## src/rtl/mem_pkg.sv

```systemverilog
// Shared widths, command record and FSM encodings for the memory transaction driver.
package mem_pkg;

  localparam int ADDR_W = 5;
  localparam int DATA_W = 8;

  // One queued command: rd=1 for a read, rd=0 for a write.
  typedef struct packed {
    logic              rd;
    logic [ADDR_W-1:0] addr;
    logic [DATA_W-1:0] wdata;
  } mem_cmd_t;

  typedef logic [2:0] drv_state_t;

  localparam drv_state_t ST_IDLE    = 3'd0;
  localparam drv_state_t ST_WRITE   = 3'd1;
  localparam drv_state_t ST_READ    = 3'd2;
  localparam drv_state_t ST_CAPTURE = 3'd3;
  localparam drv_state_t ST_RESP    = 3'd4;

  // Event counter increment that sticks at all-ones instead of wrapping.
  function automatic logic [7:0] sat_inc(input logic [7:0] value);
    return (value == 8'hFF) ? value : value + 8'd1;
  endfunction

endpackage

```

## src/rtl/mem_cmd_fifo.sv

```systemverilog
// Command FIFO: DEPTH entries of mem_cmd_t, show-ahead read port.
module mem_cmd_fifo
  import mem_pkg::*;
#(
  parameter int DEPTH = 4
) (
  input  logic     clk,
  input  logic     rst,
  input  logic     push,
  input  mem_cmd_t push_data,
  input  logic     pop,
  output mem_cmd_t pop_data,
  output logic     full,
  output logic     empty
);

  localparam int PTR_W = $clog2(DEPTH);
  localparam logic [PTR_W:0] FULL_CNT = (PTR_W + 1)'(DEPTH);

  mem_cmd_t         store [DEPTH];
  logic [PTR_W-1:0] wr_ptr;
  logic [PTR_W-1:0] rd_ptr;
  logic [PTR_W:0]   count;
  logic             do_push;
  logic             do_pop;

  assign full    = (count == FULL_CNT);
  assign empty   = (count == '0);
  assign do_push = push && !full;
  assign do_pop  = pop && !empty;

  // Head entry is visible combinationally so the FSM can decode it on the pop cycle.
  assign pop_data = store[rd_ptr];

  // Pointer and occupancy bookkeeping; pointers wrap naturally at DEPTH.
  always_ff @(posedge clk or posedge rst) begin
    if (rst) begin
      wr_ptr <= '0;
      rd_ptr <= '0;
      count  <= '0;
    end else begin
      // NOTE: state registers use non-blocking assignment so every flop samples pre-edge values.
      if (do_push) wr_ptr <= wr_ptr + 1'b1;
      if (do_pop)  rd_ptr <= rd_ptr + 1'b1;
      case ({do_push, do_pop})
        2'b10:   count <= count + 1'b1;
        2'b01:   count <= count - 1'b1;
        default: count <= count;
      endcase
    end
  end

  // Entry storage.
  // NOTE: payload array is deliberately not reset; occupancy alone decides validity.
  always_ff @(posedge clk) begin
    if (do_push) store[wr_ptr] <= push_data;
  end

endmodule

```

## src/rtl/mem_txn_driver.sv

```systemverilog
// Transaction front end for a 32x8 synchronous memory: queues read/write
// commands, sequences the memory pins one command at a time and returns read data.
module mem_txn_driver
  import mem_pkg::*;
#(
  parameter int DEPTH = 4
) (
  input  logic              clk,
  input  logic              rst,
  input  logic              cmd_valid,
  output logic              cmd_ready,
  input  logic              cmd_read,
  input  logic              cmd_write,
  input  logic [ADDR_W-1:0] cmd_addr,
  input  logic [DATA_W-1:0] cmd_wdata,
  output logic              rsp_valid,
  input  logic              rsp_ready,
  output logic [ADDR_W-1:0] rsp_addr,
  output logic [DATA_W-1:0] rsp_rdata,
  output logic [ADDR_W-1:0] mem_addr,
  output logic [DATA_W-1:0] mem_data_in,
  output logic              mem_read,
  output logic              mem_write,
  input  logic [DATA_W-1:0] mem_data_out,
  output logic              busy,
  output logic [7:0]        wr_count,
  output logic [7:0]        rd_count,
  output logic [7:0]        err_count
);

  drv_state_t state;
  drv_state_t state_next;
  mem_cmd_t   push_data;
  mem_cmd_t   head;
  logic       fifo_full;
  logic       fifo_empty;
  logic       cmd_fire;
  logic       cmd_legal;
  logic       push;
  logic       pop;
  logic       rsp_fire;

  assign cmd_ready = !fifo_full;
  assign cmd_fire  = cmd_valid && cmd_ready;
  assign cmd_legal = cmd_read ^ cmd_write;
  assign push      = cmd_fire && cmd_legal;
  assign push_data = '{rd: cmd_read, addr: cmd_addr, wdata: cmd_wdata};
  assign pop       = (state == ST_IDLE) && !fifo_empty;
  assign rsp_fire  = (state == ST_RESP) && rsp_ready;

  mem_cmd_fifo #(.DEPTH(DEPTH)) u_fifo (
    .clk       (clk),
    .rst       (rst),
    .push      (push),
    .push_data (push_data),
    .pop       (pop),
    .pop_data  (head),
    .full      (fifo_full),
    .empty     (fifo_empty)
  );

  // Pin strobes decode straight from state so reset drops them without waiting for a clock.
  assign mem_write = (state == ST_WRITE);
  assign mem_read  = (state == ST_READ);
  assign rsp_valid = (state == ST_RESP);
  assign busy      = !fifo_empty || (state != ST_IDLE);

  // Next-state decode for the command sequencer.
  always_comb begin
    // NOTE: default first so every path assigns state_next and no latch is inferred.
    state_next = state;
    case (state)
      ST_IDLE:    if (!fifo_empty) state_next = head.rd ? ST_READ : ST_WRITE;
      ST_WRITE:   state_next = ST_IDLE;
      ST_READ:    state_next = ST_CAPTURE;
      ST_CAPTURE: state_next = ST_RESP;
      ST_RESP:    if (rsp_ready) state_next = ST_IDLE;
      default:    state_next = ST_IDLE;
    endcase
  end

  // Sequencer state register.
  always_ff @(posedge clk or posedge rst) begin
    if (rst) state <= ST_IDLE;
    else     state <= state_next;
  end

  // Memory address/data pins: loaded when a command leaves the FIFO, held otherwise.
  always_ff @(posedge clk or posedge rst) begin
    if (rst) begin
      mem_addr    <= '0;
      mem_data_in <= '0;
    end else if (pop) begin
      mem_addr <= head.addr;
      if (!head.rd) mem_data_in <= head.wdata;
    end
  end

  // Response payload: memory output is valid the cycle after the read strobe.
  always_ff @(posedge clk or posedge rst) begin
    if (rst) begin
      rsp_addr  <= '0;
      rsp_rdata <= '0;
    end else if (state == ST_CAPTURE) begin
      rsp_addr  <= mem_addr;
      rsp_rdata <= mem_data_out;
    end
  end

  // Saturating activity counters.
  always_ff @(posedge clk or posedge rst) begin
    if (rst) begin
      wr_count  <= '0;
      rd_count  <= '0;
      err_count <= '0;
    end else begin
      if (state == ST_WRITE)       wr_count  <= sat_inc(wr_count);
      if (rsp_fire)                rd_count  <= sat_inc(rd_count);
      if (cmd_fire && !cmd_legal)  err_count <= sat_inc(err_count);
    end
  end

endmodule

```

## config.mk

```make
export PLATFORM = sky130hd
export DESIGN_NAME = mem_txn_driver
export DESIGN_NICKNAME = d
export VERILOG_FILES = /design/src/rtl/mem_pkg.sv /design/src/rtl/mem_cmd_fifo.sv /design/src/rtl/mem_txn_driver.sv
export SDC_FILE = /design/constraint.sdc
export NUM_CORES = 1
export LEC_CHECK = 0
export ABC_AREA = 0
export BUFFER_PORTS_ARGS = -buffer_cell sky130_fd_sc_hd__buf_4
export CAP_MARGIN = 30
export CORE_ASPECT_RATIO = 2
export CORE_MARGIN = 3
export CORE_UTILIZATION = 53
export CTS_BUF_LIST = sky130_fd_sc_hd__clkbuf_4
export DETAILED_ROUTE_END_ITERATION = 7
export PLACE_DENSITY = 0.81
export SKIP_LAST_GASP = 1
export SYNTH_ARGS = -nofsm -noshare
export SYNTH_HDL_FRONTEND = slang
export SYNTH_SLANG_ARGS = --single-unit
```

## constraint.sdc

```tcl
create_clock -name clk -period 6.2 [get_ports clk]
set_input_delay 0.93 -clock clk [delete_from_list [all_inputs] [get_ports clk]]
set_output_delay 0.93 -clock clk [all_outputs]
set_load 0.1 [all_outputs]
```

==> results.cfg <==
[floorplanning]
io_pins = 82
core-area_um2 = 8708
die_area_um2 = 10240
num_rows = 48
die_w_um = 73.06
die_h_um = 140.1
start_util_pct = 54.74

[critical_path]
worst_ep_required_time_ns = 5.27
slowest_delay_ns = 0.43
crit_slowest_cell = dfrtp_1
critPathKind = register to output pin
setup.worst_path.end_class = output pin
crit_arrival_ns = 1.98
startpoint_type = register
crit_chain = or3_1 -> or4_1 -> buf_4
crit_fanout = 5

[grt]
grt_pass1_wl_mm = 13.94
grt_pass1_vias = 2845
antenna_found_initial = 0
overflow = 0
grt_start_max_net_pins = 61
grtUsageTotal_pct = 18.34

[routing]
viasPerCell = 5.503
drt_pass1_iterations = 4
drt-total-wl_mm = 8.594
ant_nets = 0
first_iter_violations = 124
wl_per_cell_um = 17.15
num_vias = 2757
drc = 0

[placement]
io_buffers = 81
place_congestion = 0.8288
dp_cells = 468
dp_hpwl_mm = 6.172

[timing]
tns_ns = 0
setup_viol = 0
fin_crit_sh_pct = 46.91
fin_skew_ns = 0.009985
fmax_mhz = 343.9
rsz0062_at_grt = no
finalCriticalPeriod_ns = 2.908
hold_violations = 0
slew_headroom_pct = 49.13
worst_slew_pin_slew_ns = 0.7630
drv_slew = 0

[synth]
synth_nets = 329
yosysSeqAreaShare_pct = 66.77
synth_cells = 293
syn_area_um2 = 4767
syn_area_per_cell_um2 = 16.27
yosys_warnings = 0
synth-edff-count = 56
ys_ff_latch = 116
async_flop_share_pct = 51.72
synth_cell_types = 43
synthFlopType = dfrtp_1

[clock_network]
cts_tree = yes
clock_tree.buffer_depth = 2
cts_made_buffers = 17
clk-insertion-delay-late_ns = 0.49
clockRootBuffer = clkbuf_4
h-tree-depth = 4
cts_hold_buf = 0
cts_sinks = 116
postCtsSetupBuffers = 0
cts_resized = 0
clk_pin_slew_ns = 0.09

[worst_hold_path]
hp-class = register to register

[run_status]
run_status = complete, no violations

[cells_and_area]
multi_input_area_um2 = 1511
area_growth_pct = 20.87
layoutNonFillerInstCount = 501
n_antenna_cell = 0
seq_area_um2 = 3183
num-fill-cells = 619
drive_gt1_share_pct = 39.40
nets = 424

[job]
drv_cap = 0
[flip-flops by register name, indices dropped and copies added, names as in the netlist, 5 cells and up]
name / flops
u_fifo.store: 56
err_count: 8
mem_data_in: 8
rd_count: 8
rsp_rdata: 8
wr_count: 8
mem_addr: 5
rsp_addr: 5
[final timing paths]
check | start | endpoint | slack, ns | cells after the start
max in group asynchronous | rst | rsp_rdata[0] | 5.04 | 3
min reg2reg | rd_count[5] | rd_count[5] | 0.51 | 1
max reg2reg | state[2] | u_fifo.count[2] | 3.79 | 8
min in group asynchronous | rst | err_count[1] | 0.65 | 3
max | u_fifo.count[0] | busy | 3.29 | 3
min | rd_count[5] | rd_count[5] | 0.51 | 1
[synthesized netlist by cell type, types with 2 or more instances]
cell type  number  area (µm²)
nand2b_1        2       12.51
mux2_4          8       120.1
mux2i_1         2       20.02
mux2_2         17       191.4
and2_1          4       25.02
inv_1           8       30.03
mux2_1          7       78.83
nand3_1        11       55.05
and3_1          4       25.02
xnor2_1        10       87.58
xor2_1         11       96.34
nor3b_1         2       15.01
nand2_1        13       48.80
nand4_1         4       25.02
buf_2           4       20.02
edfxtp_1       56        1682
mux4_2         14       315.3
ha_1            8       100.1
and4_1          2       17.52
clkbuf_1        2       7.510
nor3_1          9       45.04
a21oi_1         5       25.02
dfrtp_1        60        1501
a41oi_1         2       17.52
nor2_1         10       37.54
[metrics by stage]
stage	hold slack [ns]	cell area (µm²)	utilization, %	setup slack, ns
after floorplan	0.4678	4767	-	2.483
after global placement	0.4878	5469	62.80	3.584
after detailed placement	0.4944	5469	62.80	3.494
after CTS	0.5131	5734	65.85	3.240
after global routing	0.5241	5762	66.16	3.187
final	0.5089	5762	66.16	3.292
[cell type report]
class / instances / area share, %
clock buffers: 20 / 2.606
clock inverters: 12 / 1.998
well taps: 100 / 2.172
repair buffers: 83 / 11.16
flip-flops and latches: 116 / 55.24
inverters: 9 / 0.5863
multi-input cells: 161 / 26.23
[cells in the final DEF (no fill, tap or decap), types with 2 or more instances in the layout]
cell type | netlist | layout
and3_1 | 4 | 4
a41oi_1 | 2 | 2
clkbuf_4 | 0 | 20
xor2_1 | 11 | 11
nand2b_1 | 2 | 2
clkinvlp_4 | 0 | 3
nand3_1 | 11 | 11
mux2i_1 | 2 | 2
bufinv_16 | 0 | 2
mux2_2 | 17 | 17
nor2_1 | 10 | 10
nand2_1 | 13 | 13
and4_1 | 2 | 2
ha_1 | 8 | 8
buf_4 | 0 | 82
mux4_2 | 14 | 14
xnor2_1 | 10 | 10
mux2_1 | 7 | 7
inv_2 | 1 | 2
inv_1 | 8 | 7
nand4_1 | 4 | 4
dfrtp_1 | 60 | 60
clkinv_1 | 0 | 2
mux2_4 | 8 | 8
nor3_1 | 9 | 9
a21oi_1 | 5 | 5
edfxtp_1 | 56 | 56
nor3b_1 | 2 | 2
and2_1 | 4 | 4
clkinv_2 | 0 | 5
[cell families (layout without fill, tap and decap cells)]
family | Yosys count | after routing | synth area share, %
adders and majority gates | 9 | 9 | 2.520
and+or+nand+nor | 71 | 71 | 8.504
muxes | 48 | 48 | 15.22
buffers and inverters | 16 | 124 | 1.522
AOI/OAI and AO/OA | 12 | 12 | 1.601
DFF | 116 | 116 | 66.77
xor gates and xnor gates | 21 | 21 | 3.858
[routing by layer]
layer	share of wire [%]	vias up	global-route usage [%]
li1	-	1293	-
met3	4.0	15	4.526
met1	36	1380	19.98
met4	1.9	0	7.879
met5	0	-	0
met2	58	69	32.59
[worst max-delay path: cells and delay by family (launching register included)]
family	cells	cell delay, ns
simple gates	2	0.81
flops	1	0.43
buf+inv	1	0.25
Power is left out: the tool's default activity adds up to more than one toggle a clock period on the data nets, which glitch-free logic cannot reach.
